`config.mk`:
```
export PLATFORM = sky130hd
export DESIGN_NAME = hazard_ctrl
export DESIGN_NICKNAME = d
export VERILOG_FILES = /design/src/rtl/hazard_ctrl.sv
export SDC_FILE = /design/constraint.sdc
export NUM_CORES = 1
export LEC_CHECK = 0
export BUFFER_PORTS_ARGS = -buffer_cell sky130_fd_sc_hd__clkbuf_2
export CORE_UTILIZATION = 45
export CTS_BUF_LIST = sky130_fd_sc_hd__clkbuf_16
export CTS_CLUSTER_DIAMETER = 100
export DETAILED_ROUTE_END_ITERATION = 8
export PLACE_DENSITY_LB_ADDON = 0.25
export SETUP_SLACK_MARGIN = 0.2
export SLEW_MARGIN = 15
export SYNTH_ARGS = -nofsm -noshare
export SYNTH_HDL_FRONTEND = slang
export SYNTH_SLANG_ARGS = --single-unit
```
`constraint.sdc`:
```
create_clock -name clk -period 2.6 [get_ports clk]
set_input_delay 0.26 -clock clk [delete_from_list [all_inputs] [get_ports clk]]
set_output_delay 0.26 -clock clk [all_outputs]
set_load 0.005 [all_outputs]
```
`src/rtl/hazard_ctrl.sv`:
```
// hazard_ctrl: load-use stall, branch/jump squash and EX forwarding control for a 5-stage MIPS pipe.
module hazard_ctrl #(
  parameter int RA_W       = 5,
  parameter int LOAD_STALL = 1,
  parameter int CNT_W      = 16
) (
  input  logic             clk,
  input  logic             rst,
  input  logic             id_valid,
  input  logic [RA_W-1:0]  id_rs,
  input  logic [RA_W-1:0]  id_rt,
  input  logic             id_uses_rt,
  input  logic             id_reg_write,
  input  logic [RA_W-1:0]  id_write_reg,
  input  logic             id_mem_read,
  input  logic             id_jump,
  input  logic             ex_branch_taken,
  output logic             pc_write,
  output logic             ifid_write,
  output logic             ifid_flush,
  output logic             idex_flush,
  output logic [1:0]       fwd_a,
  output logic [1:0]       fwd_b,
  output logic [CNT_W-1:0] stall_cnt,
  output logic [CNT_W-1:0] flush_cnt
);
  typedef enum logic {RUN, STALL} state_t;
  localparam logic [1:0] REM_INIT = 2'(LOAD_STALL - 1);
  state_t           r_state;
  logic [1:0]       r_rem;
  logic             r_ex_v, r_ex_rw, r_ex_mr, r_mem_v, r_wb_v;
  logic [RA_W-1:0]  r_ex_rs, r_ex_rt, r_ex_dest, r_mem_dest, r_wb_dest;
  logic [CNT_W-1:0] r_stall_cnt, r_flush_cnt;
  logic             w_load_use, w_stall;
  assign w_load_use = id_valid & r_ex_v & r_ex_mr & r_ex_rw & (r_ex_dest != '0) &
                      ((r_ex_dest == id_rs) | (id_uses_rt & (r_ex_dest == id_rt)));
  assign w_stall    = !ex_branch_taken & ((r_state == STALL) | w_load_use);
  assign pc_write   = !w_stall;
  assign ifid_write = !w_stall;
  assign idex_flush = ex_branch_taken | w_stall;
  assign ifid_flush = ex_branch_taken | (id_jump & id_valid & !w_stall);
  // mem/wb valid bits already fold in RegWrite and dest != $0
  assign fwd_a = !r_ex_v ? 2'b00 : (r_mem_v && r_mem_dest == r_ex_rs) ? 2'b10 :
                 (r_wb_v && r_wb_dest == r_ex_rs) ? 2'b01 : 2'b00;
  assign fwd_b = !r_ex_v ? 2'b00 : (r_mem_v && r_mem_dest == r_ex_rt) ? 2'b10 :
                 (r_wb_v && r_wb_dest == r_ex_rt) ? 2'b01 : 2'b00;
  assign stall_cnt = r_stall_cnt;
  assign flush_cnt = r_flush_cnt;
  always_ff @(posedge clk or posedge rst) begin
    if (rst) begin
      r_state     <= RUN;
      r_rem       <= '0;
      r_ex_v      <= 1'b0;
      r_ex_rw     <= 1'b0;
      r_ex_mr     <= 1'b0;
      r_ex_rs     <= '0;
      r_ex_rt     <= '0;
      r_ex_dest   <= '0;
      r_mem_v     <= 1'b0;
      r_mem_dest  <= '0;
      r_wb_v      <= 1'b0;
      r_wb_dest   <= '0;
      r_stall_cnt <= '0;
      r_flush_cnt <= '0;
    end else begin
      r_ex_v     <= id_valid & !idex_flush;
      r_ex_rw    <= id_reg_write;
      r_ex_mr    <= id_mem_read;
      r_ex_rs    <= id_rs;
      r_ex_rt    <= id_rt;
      r_ex_dest  <= id_write_reg;
      r_mem_v    <= r_ex_v & r_ex_rw & (r_ex_dest != '0);
      r_mem_dest <= r_ex_dest;
      r_wb_v     <= r_mem_v;
      r_wb_dest  <= r_mem_dest;
      if (w_stall && !(&r_stall_cnt)) r_stall_cnt <= r_stall_cnt + 1'b1;
      if (ifid_flush && !(&r_flush_cnt)) r_flush_cnt <= r_flush_cnt + 1'b1;
      if (ex_branch_taken) begin
        r_state <= RUN;
        r_rem   <= '0;
      end else if (r_state == RUN) begin
        if (w_load_use && LOAD_STALL > 1) begin
          r_state <= STALL;
          r_rem   <= REM_INIT;
        end
      end else begin
        r_rem <= r_rem - 2'd1;
        if (r_rem == 2'd1) r_state <= RUN;
      end
    end
  end
endmodule

```
### Word-level counts from Yosys, hierarchy flattened

Index checks and enable logic that the tools add are counted.

| storage, ports and cells | value |
|---|---|
| register bits after elaboration | 65 |
| output and inout port bits | 40 |
| input port bits | 23 |
| word-level logic and storage cells | 66 |

| operators by class | value |
|---|---|
| bitwise logic cells | 16 |
| add/sub/neg operators | 3 |
| reduce and logical (&&, ||, !) cells | 15 |
| multiplexer cells | 11 |
| eq/ne operators | 7 |

Operators with widths:

| kind | count |
|---|---|
| adder 16 x 1 -> 16 bit (second input constant) | 2 |
| AND reduction 16 bit | 2 |
| equality test 5 bit | 6 |
| bitwise AND 1 bit | 12 |
| 2-to-1 mux 2 bit | 6 |
| logical AND 1 bit | 6 |
| zero test 1 bit | 5 |
| 2-to-1 mux 1 bit | 5 |
| nonzero test 5 bit | 1 |
| OR 1 bit | 4 |
| equality test 2 x 1 -> 1 bit (second input constant) | 1 |
| nonzero test 2 bit | 1 |
| subtractor 2 x 1 -> 2 bit (second input constant) | 1 |

### Longest topological paths before layout

| logic depth | value |
|---|---|
| depth after elaboration | 11 |
| gate-level depth with buffers | 8 |
| gate-level depth less buffers | 8 |

### Least setup slack after synthesis

No wires, ideal clock.

| timing path | value |
|---|---|
| path type | reg-to-reg |
| start point | register r_ex_dest[4] |
| end point | register r_stall_cnt[4] (netlist: stall_cnt[4]) |
| arrival time | 1953 ps |
| path slack | 523 ps |
| stages on the path, launching flop included | 9 |
| data required time | 2476 ps |
| path through | dfrtp_1 > xor2_1 > nor4_1 > a32oi_1 > o31a_1 > nor3_4 > buf_6 > nand4_2 > xnor2_2 |

| between the ends | value |
|---|---|
| cells in the longest elaborated chain, start to end | 7 |
| elaborated cells on any way between the ends | 10 |

RTL lines:

| element | RTL line | source |
|---|---|---|
| from (decl) | 32 | `logic [RA_W-1:0] r_ex_rs, r_ex_rt, r_ex_dest, r_mem_dest, r_wb_dest;` |
| from (signal assigned) | 71 | `r_ex_dest <= id_write_reg;` |
| equality test 5 bit | 36 | `((r_ex_dest == id_rs) \| (id_uses_rt & (r_ex_dest == id_rt)));` |
| bitwise AND 1 bit | 36 |  |
| OR 1 bit | 36 |  |
| bitwise AND 1 bit * | 35 | `assign w_load_use = id_valid & r_ex_v & r_ex_mr & r_ex_rw & (r_ex_dest != '0) &` |
| OR 1 bit * | 37 | `assign w_stall = !ex_branch_taken & ((r_state == STALL) \| w_load_use);` |
| bitwise AND 1 bit * | 37 |  |
| logical AND 1 bit * | 76 | `if (w_stall && !(&r_stall_cnt)) r_stall_cnt <= r_stall_cnt + 1'b1;` |
| to (signal assigned) | 76 |  |
| to (decl) | 33 | `logic [CNT_W-1:0] r_stall_cnt, r_flush_cnt;` |

Mark *: on every way between the ends. The rest lies on a longest branch, timed or not.
A chain may end at the register's enable or synchronous reset.

### Worst setup path in the final report

| timing path | value |
|---|---|
| start point | register r_ex_dest[4] |
| end point | output port idex_flush |

| between the ends | value |
|---|---|
| cells in the longest elaborated chain, start to end | 7 |
| elaborated cells on any way between the ends | 10 |

RTL lines:

| element | RTL line | source |
|---|---|---|
| equality test 5 bit | 36 |  |
| bitwise AND 1 bit | 36 |  |
| OR 1 bit | 36 |  |
| bitwise AND 1 bit * | 35 |  |
| OR 1 bit * | 37 |  |
| bitwise AND 1 bit * | 37 |  |
| OR 1 bit * | 40 | `assign idex_flush = ex_branch_taken \| w_stall;` |
| to (decl) | 21 | `output logic idex_flush,` |

Marks and branches as above.

==> flow_metrics.env <==
export IMPL_syn_nets=264
export IMPL_synthFlopType="dfrtp_1"
export IMPL_pwr_share_comb_pct=10.9
export IMPL_routed_via_density=4.94
export IMPL_cp_buffers_inverters=2
export IMPL_coreArea_mm2=0.00599
export IMPL_leakage_nw=1.71
export IMPL_portBuffers=62
export IMPL_critPathLaunchType="register"
export IMPL_setup_viol=0
export IMPL_wl_met2_um=2610
export IMPL_cts_sinks=65
export IMPL_top_layer="met4"
export IMPL_power_density_mw_per_mm2=709
export IMPL_maxCapViolCount=0
export IMPL_worst_slew_pin_slew_ns=0.668
export IMPL_gp_congestion=0.787
export IMPL_clock_latency_ns=0.32
export IMPL_p_int_mw=1.88
export IMPL_io_pins=63
export IMPL_crit_required_ns=2.34
export IMPL_yosysUniqueCellTypes=34
export IMPL_finalSetupTns_ns=0
export IMPL_hold_viol=0
export IMPL_place_inst=375
export IMPL_rsz0062_at_grt="yes"
export IMPL_crit_type="reg2out"
export IMPL_fp_dieH_um=81.3
export IMPL_slowest_stage="dfrtp_1"
export IMPL_ant_nets=0
export IMPL_worstPathCellList="xor2_1 > nor4_2 > a32oi_2 > o31a_1 > buf_4 > nand2b_1 > clkbuf_2"
export IMPL_drv_slew=0
export IMPL_yosysMostFrequentCell="dfrtp_1"
export IMPL_fmax_mhz=429
export IMPL_hold_class="in2async"
export IMPL_critPathCaptureType="primary output"
export IMPL_wl_per_cell_um=13.8
export IMPL_grt_pass1_vias=1935
export IMPL_grt_ovfl_total=0
export IMPL_grt_pass1_wl_um=8960
export IMPL_grt_antenna_before_repair=0
export IMPL_hold_ws_ns=0.0224
export IMPL_p_seq_share_pct=47.1
export IMPL_root_buffer="clkbuf_16"
export IMPL_final_cells=397
export IMPL_wl_met1_um=2540
export IMPL_cts_buffers=9
export IMPL_cts_path_max_buffers=2
export IMPL_fin_area_mm2=0.00357
export IMPL_min_period_over_period_pct=89.6
export IMPL_cts_tree="done"
export IMPL_nNetsFinal=343
export IMPL_start_util_pct=47.2
export IMPL_clk_pin_slew_ns=0.05
export IMPL_yosys_top_cells_count="dfrtp_1 (65), xnor2_1 (33), xor2_1 (26)"
export IMPL_dp_hpwl_um=3950
export IMPL_track_usage_pct=18.6
export IMPL_ys_seq_area_share_pct=57.5
export IMPL_area_growth_pct=26.1
export IMPL_routed_wl_um=5470
export IMPL_yosysTopAreaCell="dfrtp_1"
export IMPL_crit_family="compound AO/OA/AOI/OAI gates"
export IMPL_post_route_min_period_ns=2.33
export IMPL_ys_async_sr_fraction_pct=100
export IMPL_reg2regPathDepth=8
export IMPL_p_sw_mw=0.654
export IMPL_drc=0
export IMPL_fin_skew_ns=0.00540
export IMPL_slew_headroom_pct=55.4
export IMPL_synth_warnings=0
export IMPL_rows=28
export IMPL_drive_above_1_share_pct=30.7
export IMPL_clkPwrFrac_pct=42.1
export IMPL_outcome="finished, final reports clean"
export IMPL_synth_top_area_share_pct=57.5
export IMPL_met3WireLength_um=220
export IMPL_synthCells=238
export IMPL_fin_ws_ns=0.271
export IMPL_postPlaceCellArea_mm2=0.00323
export IMPL_max_vdd_ir_drop_uv=500
export IMPL_cp_depth=7
export IMPL_grt_max_degree=33
export IMPL_die_area_mm2=0.00661
export IMPL_cts_htree_levels=3
export IMPL_die_w_um=81.3
export IMPL_synth_edf_count=0
export IMPL_firstDrtPassIters=4
export IMPL_via_count=1960
export IMPL_ys_seq_elements=65
export IMPL_antennaDiodeCount=0
export IMPL_cp_arrival_ns=2.07
export IMPL_swShare_pct=25.8
export IMPL_dp_slack_ns=0.396
export IMPL_synth_area_per_cell_um2=11.9
export IMPL_syn_area_mm2=0.00283
export IMPL_synth_area_leaders="dfrtp_1 (57%), xnor2_1 (10%), xor2_1 (8.0%)"
export IMPL_drt_iter0_markers=148
export IMPL_cp_max_fo=4
export IMPL_max_stage_delay_ns=0.41
worst paths after layout:
check	startpoint	to	slack, ns
setup / recovery	r_ex_dest[4]$_DFF_PP0_	idex_flush	0.27
hold / removal	rst	flush_cnt[13]$_DFFE_PP0P_	0.02
setup reg to reg	r_ex_dest[4]$_DFF_PP0_	flush_cnt[10]$_DFFE_PP0P_	0.34
hold reg to reg	r_mem_v$_DFF_PP0_	r_wb_v$_DFF_PP0_	0.40
max in group asynchronous	rst	stall_cnt[15]$_DFFE_PP0P_	1.87
min in group clk	id_write_reg[2]	r_ex_dest[2]$_DFF_PP0_	0.05
power by group through the flow:
stage | sequential [mW] | clock, mW | combinational, mW
after floorplan | 1.20 | 0 | 0.155
after global placement | 1.21 | 0 | 0.266
after detailed placement | 1.21 | 0 | 0.273
after CTS | 1.19 | 1.09 | 0.275
after global routing | 1.21 | 1.14 | 0.311
final | 1.19 | 1.06 | 0.275
area by class of cell:
class	count	area, um^2
fillers	498	2420
flip-flops and latches	65	1630
multi-input cells	164	1170
repair buffers	71	379
clock buffers	9	225
well taps	75	93.8
clock inverters	7	47.5
inverters	6	22.5
registers in the layout (all words and copies together), names as in the netlist:
signal and cells:
r_wb_v 1, r_ex_v 1, r_state 1, r_rem 2, r_mem_v 1, r_ex_rt 5, r_ex_rw 1, flush_cnt 16
r_ex_dest 5, r_mem_dest 5, r_ex_rs 5, r_wb_dest 5, r_ex_mr 1, stall_cnt 16
logic make-up after synthesis:
group / count (synthesis) / share of synthesized area, %
simple gates: 92 / 17.8
flops: 65 / 57.5
xor+xnor: 60 / 18.8
buf+inv: 9 / 1.59
compound gates: 6 / 1.81
mux: 3 / 1.15
fa+ha+maj: 3 / 1.33
metal layers:
| layer | global-route usage [%] | up-vias |
|---|---|---|
| li1 | - | 966 |
| met1 | 24.7 | 947 |
| met2 | 27.5 | 40 |
| met3 | 4.83 | 7 |
| met4 | 10.4 | 0 |
| met5 | 0 | - |
timing repair:
item | in CTS | in global routing
gates cloned | 0 | 1
hold buffers | 0 | 0
setup endpoints to repair | 2 | 17
resized for setup | 0 | 4
buffers inserted | 3 | 2
pin swaps | 3 | 5
layout by cell type, fill, tap and decap left out, types with 7 or more instances in the layout:
master / n
nand3_1: 10
and3_1: 10
nand2_1: 23
xnor2_1: 33
buf_4: 7
dfrtp_1: 65
clkbuf_2: 62
xor2_1: 26
nor2_1: 15
clkbuf_16: 9
nand4_1: 10
metrics by stage:
step	total power [mW]	util [%]
floorplan	1.35	-
global placement	1.47	54.0
finish	2.53	59.6
detailed placement	1.48	54.0
CTS	2.56	58.9
global route	2.66	59.6
No activity file was read; power rests on OpenSTA's default activity.
